[src/rtl/cordic_sched.sv]
// Round-robin front end for a shared CORDIC vectoring pipeline: tags each issue, reorders nothing,
// and returns results through a credit-limited FWFT FIFO. Blanks after reset to flush stale results.
module cordic_sched #(
   parameter int unsigned WL    = 24,
   parameter int unsigned NREQ  = 4,
   parameter int unsigned LAT   = 21,
   parameter int unsigned DEPTH = 8,
   localparam int unsigned TW   = (NREQ > 1) ? $clog2(NREQ) : 1
) (
   input  logic               clk,
   input  logic               rst_n,
   input  logic [NREQ-1:0]    req_valid,
   output logic [NREQ-1:0]    req_ready,
   input  logic [NREQ*WL-1:0] req_x,
   input  logic [NREQ*WL-1:0] req_y,
   output logic               cd_en,
   output logic [WL-1:0]      cd_x,
   output logic [WL-1:0]      cd_y,
   input  logic               cd_valid,
   input  logic [WL-1:0]      cd_mag,
   input  logic [23:0]        cd_phase,
   output logic               rsp_valid,
   input  logic               rsp_ready,
   output logic [TW-1:0]      rsp_tag,
   output logic [WL-1:0]      rsp_mag,
   output logic [23:0]        rsp_phase,
   output logic               busy,
   output logic               err
);
   localparam int unsigned AW = (DEPTH > 1) ? $clog2(DEPTH) : 1;
   localparam int unsigned CW = $clog2(DEPTH + 1);
   localparam int unsigned BW = $clog2(LAT + 2);
   localparam int unsigned EW = TW + WL + 24;

   logic [TW-1:0]  ptr_q;
   logic [CW-1:0]  credit_q, credit_d;
   logic [BW-1:0]  blank_q;
   logic           cd_en_q;
   logic [WL-1:0]  cd_x_q, cd_y_q;
   logic [TW-1:0]  cd_tag_q;
   logic [LAT-1:0] tp_v_q;
   logic [TW-1:0]  tp_tag_q [LAT];
   logic [EW-1:0]  mem_q [DEPTH];
   logic [AW-1:0]  wptr_q, rptr_q;
   logic [CW-1:0]  cnt_q;
   logic           err_q;

   logic          blank, can_grant, found, accept, push, pop, drop, miss;
   logic [TW-1:0] gnt_idx, idx;
   logic [EW-1:0] head;

   assign blank     = (blank_q != '0);
   assign can_grant = !blank && (credit_q < CW'(DEPTH));

   // First valid requester at or after the pointer, wrapping.
   always_comb begin
      found     = 1'b0;
      gnt_idx   = '0;
      idx       = '0;
      req_ready = '0;
      for (int k = 0; k < int'(NREQ); k++) begin
         idx = TW'((int'(ptr_q) + k) % int'(NREQ));
         if (!found && req_valid[idx]) begin
            found   = 1'b1;
            gnt_idx = idx;
         end
      end
      if (found && can_grant) req_ready[gnt_idx] = 1'b1;
   end

   assign accept = |req_ready;
   assign push   = cd_valid && tp_v_q[LAT-1] && !blank;
   assign drop   = cd_valid && !tp_v_q[LAT-1] && !blank;
   assign miss   = tp_v_q[LAT-1] && !cd_valid;
   assign pop    = rsp_valid && rsp_ready;

   always_comb begin
      credit_d = credit_q;
      if (accept) credit_d = credit_d + CW'(1);
      if (pop)    credit_d = credit_d - CW'(1);
      if (miss)   credit_d = credit_d - CW'(1);
   end

   always_ff @(posedge clk or negedge rst_n) begin
      if (!rst_n) begin
         ptr_q    <= '0;
         credit_q <= '0;
         blank_q  <= BW'(LAT + 1);
         cd_en_q  <= 1'b0;
         cd_x_q   <= '0;
         cd_y_q   <= '0;
         cd_tag_q <= '0;
         err_q    <= 1'b0;
      end else begin
         credit_q <= credit_d;
         cd_en_q  <= accept;
         err_q    <= err_q || drop || miss;
         if (blank) blank_q <= blank_q - BW'(1);
         if (accept) begin
            ptr_q    <= (gnt_idx == TW'(NREQ - 1)) ? '0 : gnt_idx + TW'(1);
            cd_x_q   <= req_x[int'(gnt_idx)*WL +: WL];
            cd_y_q   <= req_y[int'(gnt_idx)*WL +: WL];
            cd_tag_q <= gnt_idx;
         end
      end
   end

   // Tag pipe is fed alongside cd_en so its last stage lines up with cd_valid.
   always_ff @(posedge clk or negedge rst_n) begin
      if (!rst_n) begin
         tp_v_q <= '0;
         for (int k = 0; k < int'(LAT); k++) tp_tag_q[k] <= '0;
      end else begin
         tp_v_q      <= {tp_v_q[LAT-2:0], cd_en_q};
         tp_tag_q[0] <= cd_tag_q;
         for (int k = 1; k < int'(LAT); k++) tp_tag_q[k] <= tp_tag_q[k-1];
      end
   end

   always_ff @(posedge clk or negedge rst_n) begin
      if (!rst_n) begin
         wptr_q <= '0;
         rptr_q <= '0;
         cnt_q  <= '0;
      end else begin
         if (push) wptr_q <= (wptr_q == AW'(DEPTH - 1)) ? '0 : wptr_q + AW'(1);
         if (pop)  rptr_q <= (rptr_q == AW'(DEPTH - 1)) ? '0 : rptr_q + AW'(1);
         if (push && !pop)      cnt_q <= cnt_q + CW'(1);
         else if (!push && pop) cnt_q <= cnt_q - CW'(1);
      end
   end

   always_ff @(posedge clk) begin
      if (push) mem_q[wptr_q] <= {tp_tag_q[LAT-1], cd_mag, cd_phase};
   end

   assign head      = mem_q[rptr_q];
   assign rsp_valid = (cnt_q != '0);
   // Gate the head so the outputs read zero whenever nothing is queued.
   assign rsp_tag   = rsp_valid ? head[EW-1 -: TW] : '0;
   assign rsp_mag   = rsp_valid ? head[24 +: WL] : '0;
   assign rsp_phase = rsp_valid ? head[23:0] : '0;

   assign cd_en = cd_en_q;
   assign cd_x  = cd_x_q;
   assign cd_y  = cd_y_q;
   assign err   = err_q;
   assign busy  = rst_n && ((credit_q != '0) || blank);

endmodule

[config.mk]
export PLATFORM = sky130hd
export DESIGN_NAME = cordic_sched
export DESIGN_NICKNAME = d
export VERILOG_FILES = /design/src/rtl/cordic_sched.sv
export SDC_FILE = /design/constraint.sdc
export NUM_CORES = 1
export LEC_CHECK = 0
export BUFFER_PORTS_ARGS = -buffer_cell sky130_fd_sc_hd__buf_2
export CAP_MARGIN = 20
export CORE_MARGIN = 10
export CORE_UTILIZATION = 38
export CTS_CLUSTER_DIAMETER = 80
export DETAILED_ROUTE_END_ITERATION = 6
export PLACE_DENSITY = 0.64
export SYNTH_ARGS = -nofsm -noshare
export SYNTH_HDL_FRONTEND = slang
export SYNTH_SLANG_ARGS = --single-unit
[constraint.sdc]
create_clock -name clk -period 7.18 [get_ports clk]
set_input_delay 0.359 -clock clk [delete_from_list [all_inputs] [get_ports clk]]
set_output_delay 0.359 -clock clk [all_outputs]
set_load 0.01 [all_outputs]
==> summary.md, run 1 <==
| Metric | Value |
|---|---|
| Outcome | finished, final reports clean |
| Main synth FF type | edfxtp_1 |
| Final WS setup | 3.44 ns |
| Highest clock rate | 0.267 GHz |
| Critical path class | flip-flop to flip-flop |
| Post-Syn Nets | 1609 |
| Asr flop ratio synth | 0.254 |
| Clock Sinks | 536 |
| Post-CTS Setup Bufs | 0 |
| Pre-CTS setup slack | 3.44 ns |
| Crit end category | flip-flop |
| Final Hold Fails | 0 |
| GRT overflow | 0 |
| Clock buffer depth | 3 |
| Final net count | just under 2000 |
| Data required time of the critical path | 7.70 ns |
| Global-route wire length before repair | 86.7 mm |
| Clock Skews | between 0.015 and 0.02 ns |
| Hold Path Class | input pin to flip-flop |
| WL per Instance | 22.4 µm |
| ANT nets after route | 0 |
| Max-cap viol count | 0 |
| Initial DRC Count | approximately 740 |
| Rows | 86 |
| Tot GR Track Use | 0.169 |
| Final setup TNS | 0 ns |
| Flops & latches, synth | roughly 540 |
| Worst VDD drop | ~0.28 mV |
| Core Region | 55400 µm² |
| Synthesized area per cell | between 15 and 20 µm² |
| Port-buffer cells | 353 |
| HPWL after DPL | between 30 and 40 mm |
| Fillers | 4812 |
| Root buffer cell | clkbuf_16 |
| RSZ-0062 raised after global routing | false |
| Startpoint Class | flip-flop |
| Total Die Area | 66300 µm² |
| Htree depth | 2 |
| Gp weighted congestion | 0.972 |
| First-pass DRT Iterations | 5 |
| Final instance area | 26100 µm² |
| Share of cells above drive strength 1 | 0.326 |
| Slew headroom | 0.234 |
| Slew at the pin closest to its max-slew limit | 1.15 ns |
| Final Cycle Share | 0.521 |
| Slew Limit Fails | 0 |
| Initial Util | 0.387 |
| Clock transition at the registers of the reported paths | 0.06 ns |
| Clk Latency, worst-skew pair | 0.61 ns |
| Die span in y | ~260 µm |
| Final setup fails | 0 |
| Synth top area cells | edfxtp_1 56%, dfrtp_1 16%, mux4_2 11%, nand2_1 4.6%, mux2i_1 2.5% |
| Vias in the first global route | 14129 |
| Die W | 257 µm |
| EDFF count, synth | 400 |
| Largest net degree at the start of global routing | 100 |
| Synthesis-to-finish area growth | 21.9% |
| Via/cell ratio | 5.12 |
| Final core occ | 0.471 |
| Pwr per Cell Area | between 300 and 400 nW/µm² |
| CTS tree | done |
| Area of placed instances | 24000 µm² |
| Minimum clock period | 3.74 ns |
| DRC viols | 0 |
| Initial antenna violation count | 20 |
| Final wirelength | 56.8 mm |
| Synth warnings | 0 |
| Crit-path max FO | 24 |
| CP arrival | 4.27 ns |
| Static Leak | 10.0 nW |
| Post-synth top area cell | edfxtp_1 |
| Routed vias | 12952 |
| Synth top area share | 0.561 |
| Cell count after synthesis | about 1300 |
| IO Pins | 354 |
| Distinct cells, synth | 47 |
| Cell area after synthesis | roughly 21000 µm² |
| CTS Buf Count | 54 |
| Sequential element share of the synthesized area | 0.720 |
[metal layers]
layer | wire length (µm) | global-route usage | up-vias | part of all wire
li1 | - | - | 5829 | -
met1 | 22000 | 0.202 | 6517 | 0.39
met2 | 28100 | 0.281 | 486 | 0.49
met3 | 4220 | 0.0482 | 114 | 0.074
met4 | 2450 | 0.0787 | 6 | 0.043
met5 | 47 | 0 | - | 0.00083
[cell usage after synthesis (25+ instances only)]
master,instances
edfxtp_1,400
nand2_1,262
dfrtp_1,133
mux4_2,100
nor2_1,70
a21oi_1,57
mux2i_1,53
nand3_1,46
clkbuf_1,42
o21ai_0,30
a221o_1,28
buf_1,25
[state kept, by name (all words and copies together), names as in the netlist]
signal,count
err,1
blank_q,5
credit_q,4
tp_v_q,21
wptr_q,3
ptr_q,2
cd_x,24
mem_q,400
cd_tag_q,2
tp_tag_q,42
rptr_q,3
cd_y,24
cd_en,1
cnt_q,4
[power by group]
part | internal [W] | total, W | leakage, nW | switching, W
clock network | 0.00154 | 0.00272 | 0.854 | 0.00118
registers | 0.00384 | 0.00420 | 5.27 | 0.000352
logic | 0.00141 | 0.00324 | 3.90 | 0.00183
total | 0.00680 | 0.0102 | 10.0 | 0.00337
[timing repair]
item	CTS	global route
setup endpoints to repair	0	0
hold buffers	30	0
resized for setup	0	0
hold endpoints to repair	284	0
[kinds of logic after synthesis]
logic type | Yosys count | synth area share
flip-flops | 536 | 0.720
adder cells (fa/ha/maj) | 15 | 0.00911
XOR/XNOR | 14 | 0.00608
multiplexers | 154 | 0.130
AO/OA/AOI/OAI | 131 | 0.0404
buffers and inverters | 92 | 0.0173
AND/OR/NAND/NOR | 404 | 0.0768
[critical path: stages (launching register included)]
cell and delay [ns]:
dfrtp_1 0.42, nor2b_1 0.16, a21o_1 0.18, a221o_2 0.34, inv_1 0.59, ha_1 0.37, o31ai_4 0.16, inv_4 0.18
xnor2_2 0.14, ha_1 0.26, nand2_1 0.11, nand2_1 0.09, ha_1 0.18, nand2_1 0.07, xnor2_1 0.13, xnor2_1 0.15
xnor2_1 0.13
[placed cells by master, fill, tap and decap left out, types with 12 or more instances in the layout]
cell,n
mux4_2,100
clkinv_1,12
nor2_1,64
dlygate4sd3_1,30
xnor2_1,12
o21ai_0,30
a21oi_1,57
buf_4,20
buf_2,352
edfxtp_1,400
clkbuf_16,54
a221o_1,27
ha_1,14
nand2_1,262
mux2i_1,53
dfrtp_1,130
nand3_1,45
[final timing paths]
| path | start | endpoint | slack (ns) | cells after the start |
|---|---|---|---|---|
| setup / recovery | ptr_q[1] | credit_q[2] | 3.44 | 16 |
| hold / removal | cd_mag[2] | mem_q[4][26] | 0.03 | 1 |
| setup reg to reg | ptr_q[1] | credit_q[2] | 3.44 | 16 |
| hold reg to reg | tp_tag_q[3] | tp_tag_q[1] | 0.33 | 0 |
| max in group asynchronous | rst_n | tp_tag_q[6] | 5.62 | 3 |
| min in group asynchronous | rst_n | cd_x[21] | 0.37 | 2 |
[layout make-up]
type | instances | area (µm²) | area share
flip-flops and latches | 536 | 15400 | 0.591
multi-input cells | 718 | 5710 | 0.219
repair buffers | 403 | 2220 | 0.0851
clock buffers | 75 | 1540 | 0.0590
well taps | 748 | 936 | 0.0358
clock inverters | 26 | 200 | 0.00767
inverters | 13 | 51.3 | 0.00196
diodes | 10 | 25.0 | 0.000958
[through the flow]
stage	hold slack (ns)	std cells	power, W
after CTS	0.000194	2519	0.0103
after detailed placement	0.335	2388	0.00755
final	0.0265	2529	0.0102
after global routing	0.0136	2526	0.0108
after global placement	0.332	2388	0.00748
after floorplan	0.0634	1346	0.00634
(Power assumes the default switching activity.)
==> inputs of run 2 (changes only) <==
--- a/config.mk
+++ b/config.mk
@@ -11,7 +11,7 @@
 export CORE_UTILIZATION = 38
 export CTS_CLUSTER_DIAMETER = 80
 export DETAILED_ROUTE_END_ITERATION = 6
-export PLACE_DENSITY = 0.64
+export PLACE_DENSITY = 0.66
 export SYNTH_ARGS = -nofsm -noshare
 export SYNTH_HDL_FRONTEND = slang
 export SYNTH_SLANG_ARGS = --single-unit
==> constraint.sdc (replaced) <==
create_clock -name clk -period 3.4 [get_ports clk]
set_input_delay 0.17 -clock clk [delete_from_list [all_inputs] [get_ports clk]]
set_output_delay 0.17 -clock clk [all_outputs]
set_load 0.01 [all_outputs]
==> run 2 against run 1 <==
Net effect: sequential share of layout area fell by 3.5 points; global-route usage is 0.23 points higher; via count is 5.8% higher; clock-buffer cell count is 10 lower; critical path depth stayed put; die area unchanged; largest cell class unchanged; highest routed layer unchanged.
==> summary.md, run 2 (synthesis results as in run 1) <==
| Metric | Value |
|---|---|
| Outcome | finished, final reports clean |
| Die W | about 260 µm |
| Initial Util | 0.387 |
| ANT nets after route | 0 |
| Final wirelength | 58.2 mm |
| Crit end category | flip-flop |
| Worst path slowest cell | dfrtp_1 |
| Worst VDD drop | 0.535 mV |
| Post-CTS Setup Bufs | 0 |
| Final net count | ~2100 |
| Total Die Area | 66300 µm² |
| Clk Latency, worst-skew pair | 0.60 ns |
| Clock transition at the registers of the reported paths | roughly 0.070 ns |
| Biggest regs | mem_q (400), tp_tag_q (42) |
| Register-to-register setup slack | 0.33 ns |
| Final Cycle Share | 0.902 |
| Critical path class | flip-flop to flip-flop |
| CP arrival | 3.59 ns |
| Initial antenna violation count | 3 |
| Startpoint Class | flip-flop |
| GRT overflow | 0 |
| Data required time of the critical path | ~3.9 ns |
| Crit-path max FO | 10 |
| Storage cell area | 15400 µm² |
| Vias in the first global route | ~15000 |
| Final setup fails | 0 |
| Root buffer cell | clkbuf_16 |
| Initial DRC Count | 859 |
| Port-buffer cells | 353 |
| FF-to-FF path depth | 16 |
| Slew Limit Fails | 0 |
| CTS Buf Count | 55 |
| First-pass DRT Iterations | 7 |
| Hold Path Class | input pin to flip-flop |
| Static Leak | 10.7 nW |
| Crit-path max cell delay | approximately 0.42 ns |
| Most flops, register | mem_q |
| Global-route wire length before repair | 88.1 mm |
| Pwr per Cell Area | 805 nW/µm² |
| Slew at the pin closest to its max-slew limit | between 0.9 and 1 ns |
| HPWL after DPL | 36.7 mm |
| WL per Instance | 21.9 µm |
| Critical-path cell list | nor2b_1, a21o_1, a221o_2, inv_1, ha_2, o31ai_4, inv_4, xnor2_2, ha_1, nand2_1, nand2_1, ha_1, nand2_1, xnor2_1, xnor2_1, xnor2_1 |
| Clock Sinks | 536 |
| Min-delay src | req_x[90] |
| Most common cell after layout, fill and taps aside | edfxtp_1 |
| Final setup TNS | 0 ns |
| CTS tree | done |
| Pre-CTS setup slack | 0.347 ns |
| Minimum clock period | 3.07 ns |
| Final Hold Fails | 0 |
| Highest clock rate | 0.326 GHz |
| Via/cell ratio | approximately 5.2 |
| Synthesis-to-finish area growth | 29.5% |
| Fillers | 4591 |
| DRC viols | 0 |
| Max-cap viol count | 0 |
| Die span in y | 257 µm |
| Slew headroom | 0.362 |
| Htree depth | 2 |
| Rows | 86 |
| RSZ-0062 raised after global routing | false |
| Share of cells above drive strength 1 | 0.313 |
| Clock Skews | 0.0216 ns |
| IO Pins | 354 |
| Worst hold slack | 0.0254 ns |
| Multi-input gate area | 5730 µm² |
| WHS Path Cells | 4 |
| Clock buffer depth | 3 |
| RR Startpoint | ptr_q[1] |
| Final WS setup | 0.333 ns |
| Most frequent cells in the layout | 400 x edfxtp_1, 352 x buf_2, 262 x nand2_1 |
| Max reg flops | 400 |
| Routed vias | 13697 |
| Hold endpoint | cd_x[18] |
| Core Region | 55400 µm² |
| Largest net degree at the start of global routing | 99 |
| Reg-to-reg critical path endpoint | credit_q[2] |
| Tot GR Track Use | 0.172 |
| Gp weighted congestion | 1.00 |
==> run 2: cell count changes in the layout (fill, tap and decap cells not counted), sizes merged <==
cell         delta
dlygate4sd3   +130
buf            +11
clkbuf         -10
diode           -9
bufinv          +7
clkinvlp        +4
inv             -2
clkinv          -1
==> run 2: critical path: cells and delay by family, from the launching register on <==
kind | cells | cell delay, ns
AO/OA/AOI/OAI | 3 | 0.64
XOR/XNOR | 4 | 0.59
flip-flops | 1 | 0.42
buffers and inverters | 2 | 0.21
AND/OR/NAND/NOR | 4 | 0.45
adder cells (fa/ha/maj) | 3 | 0.70
==> run 2: routing by layer <==
metal	GRT usage	wire, µm
met5	0	37
met2	0.294	29000
met3	0.0502	4720
met1	0.199	22100
met4	0.0707	2380
==> run 2: how the worst max path moves through the flow <==
| stage | cells past startpoint | end | startpoint |
|---|---|---|---|
| after global routing | 16 | credit_q[2] | ptr_q[1] |
| after detailed placement | 16 | credit_q[2] | ptr_q[1] |
| after global placement | 14 | credit_q[2] | ptr_q[1] |
| final | 16 | credit_q[2] | ptr_q[1] |
| after floorplan | 19 | credit_q[2] | ptr_q[1] |
| after CTS | 7 | req_ready[1] | ptr_q[1] |
==> run 2: repair_timing <==
item	in CTS	in global routing
gates resized for setup	0	1
endpoints found under the setup margin	0	1
hold buffers	160	0
hold endpoints to repair	499	0
==> run 2: power breakdown <==
group	total (W)	internal [W]	switching [W]	leakage [nW]
logic	0.00739	0.00331	0.00408	4.54
clock network	0.00614	0.00363	0.00252	0.897
registers	0.00882	0.00811	0.000705	5.27
==> run 2: per-stage QoR <==
stage          area, µm²  std cells  power, W  utilization
2_1_floorplan      21500       1346    0.0134            -
3_5_place_dp       24300       2399    0.0161        0.438
5_1_grt            27700       2658    0.0236        0.501
3_3_place_gp       24300       2399    0.0160        0.438
4_1_cts            27700       2658    0.0226        0.501
6_report           27700       2659    0.0223        0.501
==> run 2: area by class of cell <==
class                           count  area share
Antenna cell                        1   0.0000902
Clock buffer                       65      0.0513
Clock inverter                     34      0.0158
Inverter                           13     0.00185
Multi-Input combinational cell    718       0.206
Sequential cell                   536       0.556
Tap cell                          748      0.0337
Timing Repair Buffer              544       0.135
